File: src/rtl/ccff_chain_loader_pkg.sv
// Shared constants for the configuration-chain loader: FSM encodings and
// the words-per-pass helper used when sizing bitstreams.
package ccff_loader_pkg;

    typedef logic [1:0] state_t;

    localparam state_t ST_IDLE  = 2'd0;
    localparam state_t ST_FETCH = 2'd1;
    localparam state_t ST_SHIFT = 2'd2;
    localparam state_t ST_DONE  = 2'd3;

    // Host words needed to cover one pass of the chain; the last one may be partial.
    function automatic int words_per_pass(input int chain_len, input int data_w);
        return (chain_len + data_w - 1) / data_w;
    endfunction

endpackage

File: src/rtl/ccff_chain_loader_if.sv
// Host-side bitstream stream: valid/ready handshake carrying one word per beat.
interface ccff_chain_loader_if #(
    parameter int DATA_W = 8
);
    logic [DATA_W-1:0] s_data;
    logic              s_valid;
    logic              s_ready;

    modport master (output s_data, output s_valid, input s_ready);
    modport slave  (input s_data, input s_valid, output s_ready);
endinterface

File: src/rtl/ccff_chain_loader_piso.sv
// Parallel-in serial-out word register: holds the fetched host word and
// presents it LSB first, one bit per shift.
module ccff_piso #(
    parameter int DATA_W = 8
) (
    input  logic              prog_clk,
    input  logic              pReset_n,
    input  logic              load,
    input  logic [DATA_W-1:0] load_data,
    input  logic              shift,
    output logic              bit_out,
    output logic              last_bit
);
    localparam int IDX_W = (DATA_W > 1) ? $clog2(DATA_W) : 1;

    logic [DATA_W-1:0] word_q;
    logic [IDX_W-1:0]  bit_idx;

    // Capture a new word and restart at bit 0, or step to the next bit.
    always_ff @(posedge prog_clk or negedge pReset_n) begin
        if (!pReset_n) begin
            word_q  <= '0;
            bit_idx <= '0;
        end else if (load) begin
            word_q  <= load_data;
            bit_idx <= '0;
        end else if (shift) begin
            bit_idx <= bit_idx + 1'b1;
        end
    end

    assign bit_out  = word_q[bit_idx];
    assign last_bit = (bit_idx == IDX_W'(DATA_W - 1));

endmodule

File: src/rtl/ccff_chain_loader.sv
// Writer end of the ccff_head -> ccff_tail configuration chain. Serialises
// host words onto the chain head and optionally re-shifts the same stream
// while comparing the chain tail against it.
//
// state | meaning
// IDLE  | waiting for cmd_start; counters and err cleared on acceptance
// FETCH | s_ready high, chain frozen until the host offers a word
// SHIFT | one word bit per cycle onto ccff_head with shift enable high
// DONE  | one-cycle completion pulse, err captured
module ccff_chain_loader
    import ccff_loader_pkg::*;
#(
    parameter  int CHAIN_LEN = 48,
    parameter  int DATA_W    = 8,
    localparam int CNT_W     = $clog2(CHAIN_LEN + 1)
) (
    input  logic                prog_clk,
    input  logic                pReset_n,
    input  logic                cmd_start,
    input  logic                cmd_verify,
    ccff_chain_loader_if.slave  host,
    output logic                ccff_head,
    output logic                ccff_shift_en,
    input  logic                ccff_tail,
    output logic                busy,
    output logic                done,
    output logic                err,
    output logic [CNT_W-1:0]    mismatch_cnt
);
    state_t           state_q;
    logic             verify_q;
    logic             pass_q;
    logic [CNT_W-1:0] bit_cnt_q;
    logic [CNT_W-1:0] mism_q;
    logic             err_q;

    logic in_shift;
    logic piso_bit;
    logic piso_last;
    logic last_chain;
    logic mism_hit;

    assign in_shift   = (state_q == ST_SHIFT);
    assign last_chain = (bit_cnt_q == CNT_W'(CHAIN_LEN - 1));
    // Only the readback pass compares; pass 0 tail data is stale chain content.
    assign mism_hit   = in_shift && pass_q && (ccff_tail != piso_bit);

    ccff_piso #(.DATA_W(DATA_W)) u_piso (
        .prog_clk  (prog_clk),
        .pReset_n  (pReset_n),
        .load      (host.s_ready && host.s_valid),
        .load_data (host.s_data),
        .shift     (in_shift),
        .bit_out   (piso_bit),
        .last_bit  (piso_last)
    );

    // Sequencing FSM with pass tracking, chain bit count and mismatch counter.
    always_ff @(posedge prog_clk or negedge pReset_n) begin
        if (!pReset_n) begin
            state_q   <= ST_IDLE;
            verify_q  <= 1'b0;
            pass_q    <= 1'b0;
            bit_cnt_q <= '0;
            mism_q    <= '0;
            err_q     <= 1'b0;
        end else begin
            case (state_q)
                ST_IDLE: begin
                    if (cmd_start) begin
                        verify_q  <= cmd_verify;
                        pass_q    <= 1'b0;
                        bit_cnt_q <= '0;
                        mism_q    <= '0;
                        err_q     <= 1'b0;
                        state_q   <= ST_FETCH;
                    end
                end
                ST_FETCH: begin
                    if (host.s_valid) state_q <= ST_SHIFT;
                end
                ST_SHIFT: begin
                    bit_cnt_q <= bit_cnt_q + 1'b1;
                    if (mism_hit && !(&mism_q)) mism_q <= mism_q + 1'b1;
                    if (last_chain) begin
                        // Bits above the chain end in a partial last word are dropped here.
                        if (verify_q && !pass_q) begin
                            pass_q    <= 1'b1;
                            bit_cnt_q <= '0;
                            state_q   <= ST_FETCH;
                        end else begin
                            state_q <= ST_DONE;
                        end
                    end else if (piso_last) begin
                        state_q <= ST_FETCH;
                    end
                end
                ST_DONE: begin
                    err_q   <= (mism_q != '0);
                    state_q <= ST_IDLE;
                end
                default: state_q <= ST_IDLE;
            endcase
        end
    end

    assign host.s_ready  = (state_q == ST_FETCH);
    assign ccff_shift_en = in_shift;
    assign ccff_head     = in_shift & piso_bit;
    assign busy          = (state_q != ST_IDLE);
    assign done          = (state_q == ST_DONE);
    // err must already be visible during the done pulse, then holds via err_q.
    assign err           = err_q | (done && (mism_q != '0));
    assign mismatch_cnt  = mism_q;

endmodule
File: src/flat_wrapper.sv
// flat-port wrapper written by rule: the top's interface ports become plain ports
module ccff_chain_loader_flat import ccff_loader_pkg::*;
#(
    parameter  int CHAIN_LEN = 48,
    parameter  int DATA_W    = 8,
    localparam int CNT_W     = $clog2(CHAIN_LEN + 1)
)
  (prog_clk, pReset_n, cmd_start, cmd_verify, ccff_head, ccff_shift_en, ccff_tail, busy, done, err, mismatch_cnt, host_s_data, host_s_valid, host_s_ready);
  ccff_chain_loader_if #(.DATA_W(DATA_W)) host_i ();
  input  logic prog_clk;
  input  logic pReset_n;
  input  logic cmd_start;
  input  logic cmd_verify;
  output logic ccff_head;
  output logic ccff_shift_en;
  input  logic ccff_tail;
  output logic busy;
  output logic done;
  output logic err;
  output logic [CNT_W-1:0] mismatch_cnt;
  input wire logic [$bits(host_i.s_data)-1:0] host_s_data;
  input wire logic [$bits(host_i.s_valid)-1:0] host_s_valid;
  output wire logic [$bits(host_i.s_ready)-1:0] host_s_ready;
  assign host_i.s_data = host_s_data;
  assign host_i.s_valid = host_s_valid;
  assign host_s_ready = host_i.s_ready;
  ccff_chain_loader #(.CHAIN_LEN(CHAIN_LEN), .DATA_W(DATA_W)) u_core (.prog_clk(prog_clk), .pReset_n(pReset_n), .cmd_start(cmd_start), .cmd_verify(cmd_verify), .host(host_i), .ccff_head(ccff_head), .ccff_shift_en(ccff_shift_en), .ccff_tail(ccff_tail), .busy(busy), .done(done), .err(err), .mismatch_cnt(mismatch_cnt));
endmodule
File: config.mk
export PLATFORM = sky130hd
export DESIGN_NAME = ccff_chain_loader_flat
export DESIGN_NICKNAME = d
export VERILOG_FILES = /design/src/rtl/ccff_chain_loader_pkg.sv /design/src/rtl/ccff_chain_loader_if.sv /design/src/rtl/ccff_chain_loader_piso.sv /design/src/rtl/ccff_chain_loader.sv /design/src/flat_wrapper.sv
export SDC_FILE = /design/constraint.sdc
export NUM_CORES = 1
export LEC_CHECK = 0
export ABC_AREA = 1
export BUFFER_PORTS_ARGS = -buffer_cell sky130_fd_sc_hd__buf_2
export CORE_MARGIN = 3
export CORE_UTILIZATION = 30
export DETAILED_ROUTE_END_ITERATION = 7
export GPL_ROUTABILITY_DRIVEN = 1
export HOLD_SLACK_MARGIN = 0.05
export SYNTH_ARGS = -nofsm -noshare
export SYNTH_HDL_FRONTEND = slang
export SYNTH_SLANG_ARGS = --single-unit
File: constraint.sdc
create_clock -name prog_clk -period 3.34 [get_ports prog_clk]
set_input_delay 0.668 -clock prog_clk [delete_from_list [all_inputs] [get_ports prog_clk]]
set_output_delay 0.668 -clock prog_clk [all_outputs]
set_load 0.005 [all_outputs]
==> results summary <==
The flow ran to the end, and the final reports show no timing, DRC or antenna violations. The filler cell count in the final layout came out at 537. The share of the Yosys chip area taken by registers is 45.9%. The leakage power of the design is a little over 0.9 nW. After Yosys synthesis, full adders, half adders and majority gates account for 4.10% of the synthesized area. After detailed routing, the average wire length per cell comes to approximately 11 um. The number of library cell types mapped by synthesis is 28.

The number of endpoints with negative hold slack in the final report is 0. The clock period minus final worst setup slack came out at 2120 ps. The repair_antennas step left the layout with diodes totalling 0.

The count of TritonRoute iterations in the first routing pass came out at 4. Setup repair after global routing left no endpoint under its margin. The maximum clock insertion buffer count came out at 2.

The total setup buffers inserted after CTS is 0. The DRC violation count after routing is 0. The die extent in x came out at between 70 and 80 um. The first routing iteration left 77 violations. The worst-skew pair later-pin latency is approximately 280 ps. The cell area after layout is 1800 um^2. The initial standard-cell utilization of the core came out at 31.7%. The clock tree root buffer cell is sky130_fd_sc_hd__clkbuf_8. Walking the worst path, the cells encountered are inv_1 -> ha_1 -> nand2_1 -> o31ai_1 -> nand2_1 -> buf_2. The count of input and output buffers is 25. The setup TNS came out at 0 ps.

The number of non-filler instances in the completed layout is around 280. The cell area after synthesis is ~1500 um^2. The number of pins with negative max-slew slack in the final report came out at 0. The largest net degree at the start of global routing is 29. The worst path arrival time is 1450 ps. After technology mapping, the gate count stands at roughly 190. The maximum clock rate is 0.473 GHz. The total overflow left after global routing is 0. The number of synthesized register bits is 28. The total power divided by cell area is between 700 and 800 nW/um^2. The floorplan die height is 77.3 um.

In this run, CTS created clock tree buffers numbering 3. In this run the worst setup path begins at u_core.mismatch_cnt[0]. The clock skew is 1.54 ps. The start of the worst register-to-register path is u_core.state_q[0]. Including well taps, the total number of placed cells is roughly 280. The synthesized netlist devotes 10.8% of its cell area to compound gates. The floorplan has 25 rows. The post-cts sizing count is 0. After legalization and detailed placement, the total HPWL measured 2310 um. The peak ir drop on the vdd network is between 0.0002 and 0.00025 V.

The layout net count came out at between 200 and 250. The TritonCTS clock tree is done. The required time reported for the critical path endpoint is 2670 ps.

The number of vias after detailed routing is 1,232. In the routed layout, each cell is associated on average with a via count of 4.35. During synthesis, Yosys emitted a total of 0 warnings. The tightest slew margin relative to the limit came out at 58.3%. Global routing used between 10 and 15% of the available tracks. The cell occurring most often along the worst timing path is sky130_fd_sc_hd__nand2_1. CTS built an H-tree with a depth of 1. The multiplexer share of the synthesized area came out at 0%. The floorplan step defined a core boundary enclosing 4820 um^2.

The number of sinks driven by the clock tree came out at 28. The number of top-level pins came out at 26. The final estimated routing congestion in global placement is between 0.7 and 0.8. The area of the die is 5980 um^2.

Summing the areas of all and, or, nand and nor instances in the mapped netlist gives roughly 28% of the synthesized area. The worst setup path is launched from a register. When the netlist entered floorplanning its net count stood at 208.

The total wirelength of the detailed-routed design came out at just over 3000 um. Once placement finished, the instance area stood at 1720 um^2. The number of nets still failing antenna checks after routing is 0.

The post-route netlist has 20.8% of its cells at a drive strength greater than 1. Dividing the final minimum period by the clock period gives a little over three fifths. The class of the most critical setup path is register to primary output. The sequential cell area is approximately 700 um^2. The share of the synthesized netlist area taken by xor and xnor gates is 2.87%. The wire length of the first global-routing pass is 5500 um. The path type of the worst min-delay path is input pin to async pin. The cell at the slowest stage of the critical path is sky130_fd_sc_hd__dfrtp_1. The clock transition time at the flip-flop clock pins of the worst setup and hold paths came out at roughly 100 ps. Relative to the synthesized area, the layout overhead comes to 17.7%. The highest net fanout along the worst path is 5.

The via count of the first global-routing pass came to around 1,200. The average size of a mapped cell is 8.07 um^2. STA classifies the critical path endpoint as a primary output. By area, the combinational part of the netlist is dominated by simple AND/OR/NAND/NOR gates. Buffers inserted to repair hold after CTS numbered 0. The initial antenna violation count came out at 0.

The measured slew at the worst slew-check pin is 625 ps. In this design, the stage delay of the slowest critical-path cell is ~430 ps. The multi-input combinational cell area came out at 697 um^2. After layout, the design draws a total of 0.00136 W. The tool flagged a number of max-cap violations equal to 0. Setup violations remaining at the end of the flow were counted as 0.
-- path summary, 6_finish.rpt --
path	slack [ps]	cells after the start	endpoint
hold reg to reg	520	2	u_core.u_piso.word_q[5]
max in group asynchronous	2540	1	u_core.u_piso.word_q[1]
setup reg to reg	1810	9	u_core.mismatch_cnt[3]
setup / recovery	1220	6	err
hold / removal	390	1	u_core.mismatch_cnt[1]
min in group prog_clk	520	2	u_core.u_piso.word_q[5]
-- through the flow --
step | setup WS [ps] | hold slack [ps] | util [%]
3_3_place_gp | 1550 | 499 | 35.8
6_report | 1220 | 391 | 37.3
2_1_floorplan | 1680 | 372 | -
5_1_grt | 1070 | 443 | 37.3
3_5_place_dp | 1540 | 505 | 35.8
4_1_cts | 1220 | 424 | 37.3
-- critical path, delay by kind of cell, from the launching register on --
kind	cells	cell delay [ps]
AO/OA/AOI/OAI	1	250
flip-flops	1	430
adder cells (fa/ha/maj)	1	140
buffers and inverters	2	220
AND/OR/NAND/NOR	2	120
-- Yosys cell counts --
library cell                instances  area share, %
sky130_fd_sc_hd__o211ai_1           1           0.49
sky130_fd_sc_hd__ha_1               5            4.1
sky130_fd_sc_hd__o2bb2ai_1          1           0.57
sky130_fd_sc_hd__buf_2              2           0.66
sky130_fd_sc_hd__a21oi_2            1           0.57
sky130_fd_sc_hd__nor2_1            18            4.4
sky130_fd_sc_hd__nand3_1           16            5.3
sky130_fd_sc_hd__inv_2              4           0.98
sky130_fd_sc_hd__a21oi_1           12            3.9
sky130_fd_sc_hd__nor2_4             2            1.5
sky130_fd_sc_hd__nand4_1            1           0.41
sky130_fd_sc_hd__nor3_1             2           0.66
sky130_fd_sc_hd__nand2_1           41             10
sky130_fd_sc_hd__o21ai_0           10            3.3
sky130_fd_sc_hd__xnor2_1            2            1.1
sky130_fd_sc_hd__nor3b_1            2           0.98
sky130_fd_sc_hd__nor2_2             1           0.41
sky130_fd_sc_hd__o31ai_1            2           0.98
sky130_fd_sc_hd__inv_1             25            6.2
sky130_fd_sc_hd__clkinv_4           1           0.57
sky130_fd_sc_hd__nor3_2             1           0.66
sky130_fd_sc_hd__xor2_1             3            1.7
sky130_fd_sc_hd__a22o_1             1           0.57
sky130_fd_sc_hd__o22ai_1            1           0.41
sky130_fd_sc_hd__nand3_4            1            1.1
sky130_fd_sc_hd__nand2_2            4            1.6
sky130_fd_sc_hd__nand2_4            1           0.74
sky130_fd_sc_hd__dfrtp_1           28             46
-- flip-flops by register name, indices dropped and copies added, names as in the netlist --
| name | flops |
|---|---|
| u_core.bit_cnt_q | 6 |
| u_core.err_q | 1 |
| u_core.mismatch_cnt | 6 |
| u_core.pass_q | 1 |
| u_core.state_q | 2 |
| u_core.u_piso.bit_idx | 3 |
| u_core.u_piso.word_q | 8 |
| u_core.verify_q | 1 |
-- where the power goes --
group	switching [W]	internal [W]
Sequential	0.0000740	0.000453
Clock	0.000112	0.000161
Combinational	0.000361	0.000200
Total	0.000547	0.000814
-- per-layer routing --
metal / part of all wire [%] / vias to the layer above / GRT usage, % / wire length (um)
met4: 1.6 / 0 / 4.80 / 50
met5: 0 / - / 0 / 0
met1: 50 / 554 / 15.3 / 1530
li1: - / 659 / - / -
met2: 46 / 14 / 17.8 / 1410
met3: 2.5 / 5 / 1.88 / 76
-- cell usage in the layout, fill, tap and decap left out, drive strengths merged, types with 5 or more instances in the layout --
| cell | synthesis | routed |
|---|---|---|
| nor2 | 21 | 21 |
| o21ai | 10 | 10 |
| a21oi | 13 | 13 |
| nand2 | 46 | 46 |
| nand3 | 17 | 17 |
| ha | 5 | 5 |
| inv | 29 | 29 |
| dfrtp | 28 | 28 |
| buf | 2 | 25 |
-- cell type report --
| class | count | share of cell area [%] |
|---|---|---|
| sequential | 28 | 39.0 |
| tap | 67 | 4.67 |
| inverter | 30 | 6.55 |
| clock inverter | 1 | 1.67 |
| multi-input combinational | 129 | 38.8 |
| timing repair buffer | 25 | 6.97 |
| clock buffer | 3 | 2.30 |
-- logic make-up (layout without fill, tap and decap cells) --
logic type | count (synthesis) | count (layout)
compound gates | 29 | 29
xor+xnor | 5 | 5
fa+ha+maj | 5 | 5
buf+inv | 32 | 59
flops | 28 | 28
simple gates | 90 | 90
Note: power is estimated with default switching activity, not from simulation.
